**src/rtl/alu_arbiter.sv**
```systemverilog
`default_nettype none
// ============================================================================
// Module   : alu_arbiter
// Brief    : Round-robin sharing of one combinational ALU between two
//            valid/ready requesters, with registered operands and result.
// Revision : 1.0
// ============================================================================
module alu_arbiter #(
    parameter int N  = 32,
    parameter int SW = 4
) (
    input  logic          clk,
    input  logic          rst,
    input  logic          req0_valid,
    output logic          req0_ready,
    input  logic [N-1:0]  req0_a,
    input  logic [N-1:0]  req0_b,
    input  logic [SW-1:0] req0_s,
    input  logic          req1_valid,
    output logic          req1_ready,
    input  logic [N-1:0]  req1_a,
    input  logic [N-1:0]  req1_b,
    input  logic [SW-1:0] req1_s,
    output logic          rsp0_valid,
    input  logic          rsp0_ready,
    output logic [N-1:0]  rsp0_z,
    output logic          rsp1_valid,
    input  logic          rsp1_ready,
    output logic [N-1:0]  rsp1_z,
    output logic [N-1:0]  alu_a,
    output logic [N-1:0]  alu_b,
    output logic [SW-1:0] alu_s,
    input  logic [N-1:0]  alu_z,
    output logic [1:0]    gnt
);

    typedef enum logic [1:0] {
        ST_IDLE = 2'd0,
        ST_EXEC = 2'd1,
        ST_RESP = 2'd2
    } state_t;

    state_t        r_state;
    state_t        w_state_nxt;
    logic          r_prio;
    logic          w_prio_nxt;
    logic          r_owner;
    logic          w_owner_nxt;
    logic [N-1:0]  r_a;
    logic [N-1:0]  r_b;
    logic [SW-1:0] r_s;
    logic [N-1:0]  r_z;

    logic          w_any_valid;
    logic          w_win1;
    logic          w_accept;
    logic          w_rsp_ready;

    // Requester 1 wins when alone, or on a tie when prio points at it.
    assign w_any_valid = req0_valid | req1_valid;
    assign w_win1      = req1_valid & (~req0_valid | r_prio);
    assign w_accept    = (r_state == ST_IDLE) & ~rst & w_any_valid;
    assign req0_ready  = w_accept & ~w_win1;
    assign req1_ready  = w_accept & w_win1;
    assign w_rsp_ready = r_owner ? rsp1_ready : rsp0_ready;

    always_comb begin
        w_state_nxt = r_state;
        w_prio_nxt  = r_prio;
        w_owner_nxt = r_owner;
        case (r_state)
            ST_IDLE: begin
                if (w_accept) begin
                    w_state_nxt = ST_EXEC;
                    w_owner_nxt = w_win1;
                end
            end
            ST_EXEC: begin
                w_state_nxt = ST_RESP;
            end
            ST_RESP: begin
                if (w_rsp_ready) begin
                    w_state_nxt = ST_IDLE;
                    w_prio_nxt  = ~r_owner;
                    w_owner_nxt = 1'b0;
                end
            end
            default: begin
                w_state_nxt = ST_IDLE;
            end
        endcase
    end

    always_ff @(posedge clk) begin
        if (rst) begin
            r_state <= ST_IDLE;
            r_prio  <= 1'b0;
            r_owner <= 1'b0;
            r_a     <= '0;
            r_b     <= '0;
            r_s     <= '0;
            r_z     <= '0;
        end else begin
            r_state <= w_state_nxt;
            r_prio  <= w_prio_nxt;
            r_owner <= w_owner_nxt;
            // Operands are frozen at acceptance so later input changes cannot disturb the ALU.
            if (w_accept) begin
                r_a <= w_win1 ? req1_a : req0_a;
                r_b <= w_win1 ? req1_b : req0_b;
                r_s <= w_win1 ? req1_s : req0_s;
            end
            if (r_state == ST_EXEC) begin
                r_z <= alu_z;
            end
        end
    end

    assign alu_a      = r_a;
    assign alu_b      = r_b;
    assign alu_s      = r_s;
    assign rsp0_z     = r_z;
    assign rsp1_z     = r_z;
    assign rsp0_valid = (r_state == ST_RESP) & ~r_owner;
    assign rsp1_valid = (r_state == ST_RESP) &  r_owner;
    assign gnt        = (r_state == ST_IDLE) ? 2'b00 : {r_owner, ~r_owner};

endmodule
`default_nettype wire
```
**config.mk**
```make
export PLATFORM = sky130hd
export DESIGN_NAME = alu_arbiter
export DESIGN_NICKNAME = d
export VERILOG_FILES = /design/src/rtl/alu_arbiter.sv
export SDC_FILE = /design/constraint.sdc
export NUM_CORES = 1
export LEC_CHECK = 0
export BUFFER_PORTS_ARGS = -buffer_cell sky130_fd_sc_hd__buf_2
export CAP_MARGIN = 25
export CORE_AREA = 2 2 122 124
export CTS_CLUSTER_SIZE = 20
export DETAILED_ROUTE_END_ITERATION = 16
export DIE_AREA = 0 0 124 126
export HOLD_SLACK_MARGIN = 0.08
export PLACE_DENSITY = 0.65
export SYNTH_ARGS = -nofsm -noshare
export SYNTH_HDL_FRONTEND = slang
export SYNTH_SLANG_ARGS = --single-unit
```
**constraint.sdc**
```tcl
create_clock -name clk -period 2.3 [get_ports clk]
set_input_delay 0.46 -clock clk [delete_from_list [all_inputs] [get_ports clk]]
set_output_delay 0.46 -clock clk [all_outputs]
set_load 0.01 [all_outputs]
```
==> impl_results.md, run 1 <==
- DRT iter0 DRCs: 201
- Area growth syn-to-layout: 40.0%
- Syn Nets: slightly below 700
- Sum of net half-perimeters after detailed placement: ~10000 um
- Commonest non-fill, non-tap cell in the layout: sky130_fd_sc_hd__buf_2
- Clock transition time at the flip-flop clock pins of the worst setup and hold paths: around 70 ps
- Maximum vdd drop: 0.293 mV
- RSZ-0062 raised after global routing: no
- Antenna diodes: 0
- Postcts setup bufs: 0
- Largest family of logic cells by synthesized area: simple AND/OR/NAND/NOR gates
- Total wire length after detailed routing: 14400 um
- Achievable frequency: around 0.47 GHz
- Final instance area: ~0.0062 mm2
- Number of I/O pins: about 310
- Die width: 124 um
- Post-synthesis instance total: around 500
- Row Count: between 40 and 50
- Critical path start-end classification: flip-flop to output port
- Largest cells by area after synthesis: sky130_fd_sc_hd__dfxtp_1 (47%), sky130_fd_sc_hd__a221o_1 (15%), sky130_fd_sc_hd__nand2_1 (11%)
- Min-delay worst type: input port to flip-flop
- Cell-internal power: approximately 3.5 mW
- Wire length of the first global-routing pass: about 21000 um
- Average via count per standard cell: 4.87
- Clock Sink Count: about 100
- Maximum clock insertion buffer count: 2
- Share of final-layout standard cells stronger than drive strength 1: 45.9%
- Initial standard-cell utilization of the core: a little under a third
- Count of state elements after synthesis: roughly 100
- Antenna-violating nets left: 0
- Largest net degree at the start of global routing: between 60 and 70
- Met2 wire length: between 6000 and 7000 um
- Fraction of the yosys area taken by sequential cells: 46.8%
- Fin crit share: roughly 90%
- Avg Inst Size Synth: a little under 9 um2
- Clk root buf: sky130_fd_sc_hd__clkbuf_16
- Post-CTS Hold Fix Bufs: 0
- Mapped Area: approximately 0.0045 mm2
- Crit path max fanout: 6
- Number of DRC violations after detailed routing: 0
- Antenna violations before repair: 0
- Max-Cap Viols: 0
- Actual slew at the worst max-slew pin: around 800 ps
- Leading cell types in the layout, fill and taps excluded: sky130_fd_sc_hd__buf_2 (311), sky130_fd_sc_hd__nand2_1 (134), sky130_fd_sc_hd__dfxtp_1 (104)
- Dominant cell type by area after synthesis: sky130_fd_sc_hd__dfxtp_1
- Final critical-path required period: between 2000 and 2500 ps
- Uppermost routed layer: met4
- Tightest slew margin relative to the limit: approximately 46%
- Number of input and output port buffers inserted: just over 300
- NumNets Final: roughly 940
- Routability congestion estimate from global placement: between 0.7 and 0.8
- Fraction of synthesized cell area taken by the top area cell type: 46.8%
- Leakage power summed over all cells: ~3.1 nW
- Wire length on met3: around 1100 um
- CTS HTree Levels: 3
- Sum of negative setup slack: 0 ps
- Worst skew pair latency: 340 ps
- Via count of the first global-routing pass: between 4000 and 5000
- Detailed-routing wirelength on met1: 6080 um
- Overflow after GRT: 0
- Setup clock skew after layout: 5.84 ps
- Total global routing track utilization: approximately 17%
- Clock tree from TritonCTS: yes
- Arrival time at the worst endpoint: between 1500 and 2000 ps
- Sw Ratio: about 28%
- Height of the chip: ~130 um
- Overall via count from detail_route: around 4600
- Die area: 0.0156 mm2
- Placed Instance Area: just under 0.006 mm2
- Switching component of the power: roughly 1.4 mW
- Critical path launch point type: flip-flop
- Relative contribution of sequential cells to total power: a little over two fifths
- Post_cts resized: 0
- Synth Area in Compound Gates: around a fifth
- CP required: around 1800 ps
- Fraction of the mapped netlist area in adder cells: 0%
- Multiplexer fraction of the synthesized cell area: less than 1%
- Combinational cell fraction of total power: a little over a fifth
- Total power per unit cell area: roughly 780 mW/mm2
- Average wire per cell in the routed design: 15.1 um
- Category of the worst setup path capture point: output port
- Final Max Tran Viols: 0
- Floorplan Core Area: between 0.01 and 0.015 mm2
- Number of distinct library cell variants in the gate-level netlist after synthesis: 26
- Number of warnings reported in the yosys synthesis log: 0
- Final number of setup-violating endpoints: 0
- Post-synthesis xor/xnor area fraction: 0%
- Simple-gate share of the synthesized area: approximately 22%
- Total count of hold-check failures in the final report: 0
- Status: complete, no violations
- Initial DRT Pass Iterations: 4
- Share of total power in the clock network: 35.0%
- Number of CTS-inserted buffers: 9
[metal layers]
| metal | up-vias | global-route usage, % |
|---|---|---|
| met3 | 13 | 4.12 |
| met5 | - | 0 |
| met2 | 195 | 29.4 |
| li1 | 2286 | - |
| met1 | 2141 | 20.7 |
| met4 | 0 | 6.61 |
[path summary, 6_finish.rpt]
check | slack (ps) | from | cells past startpoint | end
max reg2reg | 400 | r_state[1]$_SDFFE_PP0P_ | 4 | alu_b[21]$_SDFFE_PP0P_
min reg2reg | 460 | rsp0_z[27]$_SDFFE_PP0N_ | 2 | rsp0_z[27]$_SDFFE_PP0N_
max | 190 | r_state[1]$_SDFFE_PP0P_ | 3 | req1_ready
min | 340 | req0_a[18] | 2 | alu_a[18]$_SDFFE_PP0P_
[through the flow]
step	util, %	hold slack, ps	cells	worst slack, ps	total power [mW]
after floorplan	-	492	512	564	2.75
after detailed placement	41.2	458	935	282	3.20
final	43.6	337	951	185	4.84
after global placement	41.2	453	935	302	3.19
after CTS	43.6	319	951	149	4.91
after global routing	43.6	321	951	82.7	5.10
[power groups by stage]
stage | clock network [mW] | registers (mW) | logic [mW]
detailed placement | 0 | 2.14 | 1.06
finish | 1.69 | 2.10 | 1.04
CTS | 1.75 | 2.10 | 1.06
floorplan | 0 | 2.22 | 0.535
global placement | 0 | 2.15 | 1.05
global route | 1.83 | 2.13 | 1.14
[critical path, stage by stage, from the launching register on]
cell	delay, ps
sky130_fd_sc_hd__dfxtp_1	360
sky130_fd_sc_hd__or3_2	510
sky130_fd_sc_hd__nor3b_2	260
sky130_fd_sc_hd__buf_2	180
[cells by family after synthesis]
family,Yosys count
simple gates,218
compound gates,106
mux,1
flops,104
buf+inv,83
[synthesized netlist by cell type, drive strengths merged]
cell type    n
a211o        1
a21oi       35
a221o       68
a31o         1
and2         2
and3         1
buf         48
clkbuf      34
dfxtp      104
inv          1
mux2i        1
nand2      134
nand2b       1
nor2         3
nor2b        5
nor3        69
nor3b        1
o31ai        1
or2          1
or3          1
[final cells by class]
cell class                      instances  area, um2
Clock buffer                           12        256
Clock inverter                          4       76.3
Fill cell                            1496       8080
Inverter                                1       3.75
Multi-Input combinational cell        325       1910
Sequential cell                       104       2080
Tap cell                              184        230
Timing Repair Buffer                  321       1680
[registers in the layout, indices dropped and copies added, names as in the netlist]
register,flops
rsp0_z,32
r_prio,1
r_state,2
alu_b,32
r_owner,1
alu_a,32
alu_s,4
Note: power is estimated with default switching activity, not from simulation.
==> run 2: changes to the inputs <==
REMOVE_ABC_BUFFERS = 1   (was not set)
==> run 2 against run 1 <==
  * Utilization increased by 0.20 points
  * Sequential power hardly changed
  * Sequential cell count stayed put
  * First-iteration DRC count is 7.5% higher
  * Largest power group unchanged
  * Clock skew is 2.2 ps higher
  * Global-route usage is 1.2 points higher
  * Die area did not move
  * Maximum frequency up 4.5%
  * Final cell count is 0.95% higher
  * Critical path depth did not move
==> impl_results.md, run 2 (synthesized netlist as in run 1, its figures left out) <==
- Status: complete, no violations (unchanged)
- Crit-path slowest cell: sky130_fd_sc_hd__or3_2 (unchanged)
- Post-route setup slack: 276 ps (was 185 ps)
- Critical path launch point type: flip-flop (unchanged)
- Sum of negative setup slack: 0 ps (unchanged)
- Setup clock skew after layout: 8.07 ps (was 5.84 ps)
- Cell depth of the worst min-delay path: 2 (unchanged)
- Worst path buffer plus inverter count: 1 (unchanged)
- Max-Cap Viols: 0 (unchanged)
- Number of I/O pins: 312 (unchanged)
- Final critical-path required period: 2020 ps (was 2110 ps)
- Footprint of the flip-flops and latches: 0.00208 mm2 (unchanged)
- Wire length of the first global-routing pass: 22400 um (was 21200 um)
- Largest net degree at the start of global routing: 69 (unchanged)
- Post-CTS Hold Fix Bufs: 0 (unchanged)
- Worst slack at placement: 300 ps (was 282 ps)
- Average wire per cell in the routed design: 15.7 um (was 15.1 um)
- Tightest slew margin relative to the limit: 45.2% (was 45.6%)
- Antenna violations before repair: 0 (unchanged)
- Worst skew pair latency: 340 ps (about the same)
- Top Family by Delay on Critical Path: simple AND/OR/NAND/NOR gates (unchanged)
- Overflow after GRT: 0 (unchanged)
- Die width: 124 um (unchanged)
- Die area: 0.0156 mm2 (unchanged)
- Number of CTS-inserted buffers: 9 (unchanged)
- Total Power Consumption: 4.92 mW (was 4.84 mW)
- Number of DRC violations after detailed routing: 0 (unchanged)
- Final instance area: 0.00626 mm2 (was 0.00624 mm2)
- Clock tree from TritonCTS: yes (unchanged)
- Maximum vdd drop: 0.352 mV (was 0.293 mV)
- Routability congestion estimate from global placement: 0.766 (was 0.786)
- Overall via count from detail_route: 4717 (was 4635)
- Postcts setup bufs: 0 (unchanged)
- Initial DRT Pass Iterations: 4 (unchanged)
- Total global routing track utilization: 18.4% (was 17.2%)
- Area of the multi-input gates: 0.00191 mm2 (unchanged)
- Floorplan Core Area: 0.0143 mm2 (unchanged)
- Category of the worst setup path capture point: output port (unchanged)
- Clock transition time at the flip-flop clock pins of the worst setup and hold paths: 70 ps (about the same)
- Achievable frequency: 0.494 GHz (was 0.473 GHz)
- Placed Instance Area: 0.00592 mm2 (was 0.00590 mm2)
- Share of final-layout standard cells stronger than drive strength 1: 46.5% (was 45.9%)
- Average via count per standard cell: 4.91 (was 4.87)
- Total wire length after detailed routing: 15100 um (was 14400 um)
- Final number of setup-violating endpoints: 0 (unchanged)
- Antenna-violating nets left: 0 (unchanged)
- Critical path start-end classification: flip-flop to output port (unchanged)
- Sum of net half-perimeters after detailed placement: 11000 um (was 10200 um)
- # fillers: 1484 (was 1496)
- Fin crit share: 88.0% (was 91.9%)
- Hold WS: 331 ps (was 337 ps)
- DRT iter0 DRCs: 216 (was 201)
- Initial standard-cell utilization of the core: 31.1% (unchanged)
- Clock Sink Count: 104 (unchanged)
- Row Count: 44 (unchanged)
- NumNets Final: 945 (was 936)
- Area growth syn-to-layout: 40.7% (was 40.0%)
- Commonest non-fill, non-tap cell in the layout: sky130_fd_sc_hd__buf_2 (unchanged)
- Leading cell types in the layout, fill and taps excluded: sky130_fd_sc_hd__buf_2 (311), sky130_fd_sc_hd__nand2_1 (134), sky130_fd_sc_hd__dfxtp_1 (104) (unchanged)
- CTS HTree Levels: 3 (unchanged)
- Height of the chip: 126 um (unchanged)
- Actual slew at the worst max-slew pin: 823 ps (was 815 ps)
- Arrival time at the worst endpoint: 1560 ps (was 1650 ps)
- Maximum clock insertion buffer count: 2 (unchanged)
- Min-delay worst type: input port to flip-flop (unchanged)
- Antenna diodes: 0 (unchanged)
- Largest incremental delay on the critical path: 510 ps (about the same)
- RSZ-0062 raised after global routing: no (unchanged)
- Final Max Tran Viols: 0 (unchanged)
- Number of input and output port buffers inserted: 311 (unchanged)
- Post_cts resized: 0 (unchanged)
- Via count of the first global-routing pass: 4375 (was 4205)
- Worst Reg2Reg Path Length in Cells: 4 (unchanged)
- Total count of hold-check failures in the final report: 0 (unchanged)
- Leakage power summed over all cells: 3.12 nW (was 3.09 nW)
- Crit path max fanout: 6 (unchanged)
- CP required: 1840 ps (about the same)
- Cell Chain, Critical Path: or3_2 -> nor3b_2 -> buf_2 (unchanged)
- Number of cells on the critical path: 3 (unchanged)
- Total power per unit cell area: 786 mW/mm2 (was 776 mW/mm2)
- Clk root buf: sky130_fd_sc_hd__clkbuf_16 (unchanged)
-- run 2: layer usage --
metal  routed length (um)  vias up  track usage, %  share of wire, %
li1                     -     2313               -                 -
met1                 6010     2153            21.6                40
met2                 7270      233            30.7                48
met3                 1500       18            5.34               9.9
met4                  325        0            8.39               2.2
met5                    0        -               0                 0
-- run 2: power by group --
| group | internal, mW | switching, mW | total [mW] |
|---|---|---|---|
| clock | 1.07 | 0.695 | 1.77 |
| combinational | 0.462 | 0.589 | 1.05 |
| sequential | 1.99 | 0.116 | 2.11 |
-- run 2: worst paths after layout --
check	start	endpoint	slack, ps
min reg2reg	rsp0_z[6]$_SDFFE_PP0N_	rsp0_z[6]$_SDFFE_PP0N_	470
max reg2reg	r_state[1]$_SDFFE_PP0P_	alu_b[31]$_SDFFE_PP0P_	490
min	req0_b[27]	alu_b[27]$_SDFFE_PP0P_	330
max	r_state[1]$_SDFFE_PP0P_	req1_ready	280
-- run 2: area by class of cell --
cell class                      count  area share (%)
Sequential cell                   104            33.2
Multi-Input combinational cell    325            30.4
Timing Repair Buffer              330            27.1
Tap cell                          184            3.67
Clock buffer                       10            3.65
Clock inverter                      6            1.84
Inverter                            1          0.0599
-- run 2: worst register-to-register path, cell delays in order (launching register included) --
cell	delay [ps]
sky130_fd_sc_hd__dfxtp_1	410
sky130_fd_sc_hd__or3_2	170
sky130_fd_sc_hd__buf_4	640
sky130_fd_sc_hd__nor3_1	200
sky130_fd_sc_hd__a221o_1	290
-- run 2: through the flow --
stage | utilization (%) | cells
6_report | 43.8 | 960
5_1_grt | 43.8 | 960
4_1_cts | 43.8 | 960
3_5_place_dp | 41.4 | 944
3_3_place_gp | 41.4 | 944
2_1_floorplan | - | 430
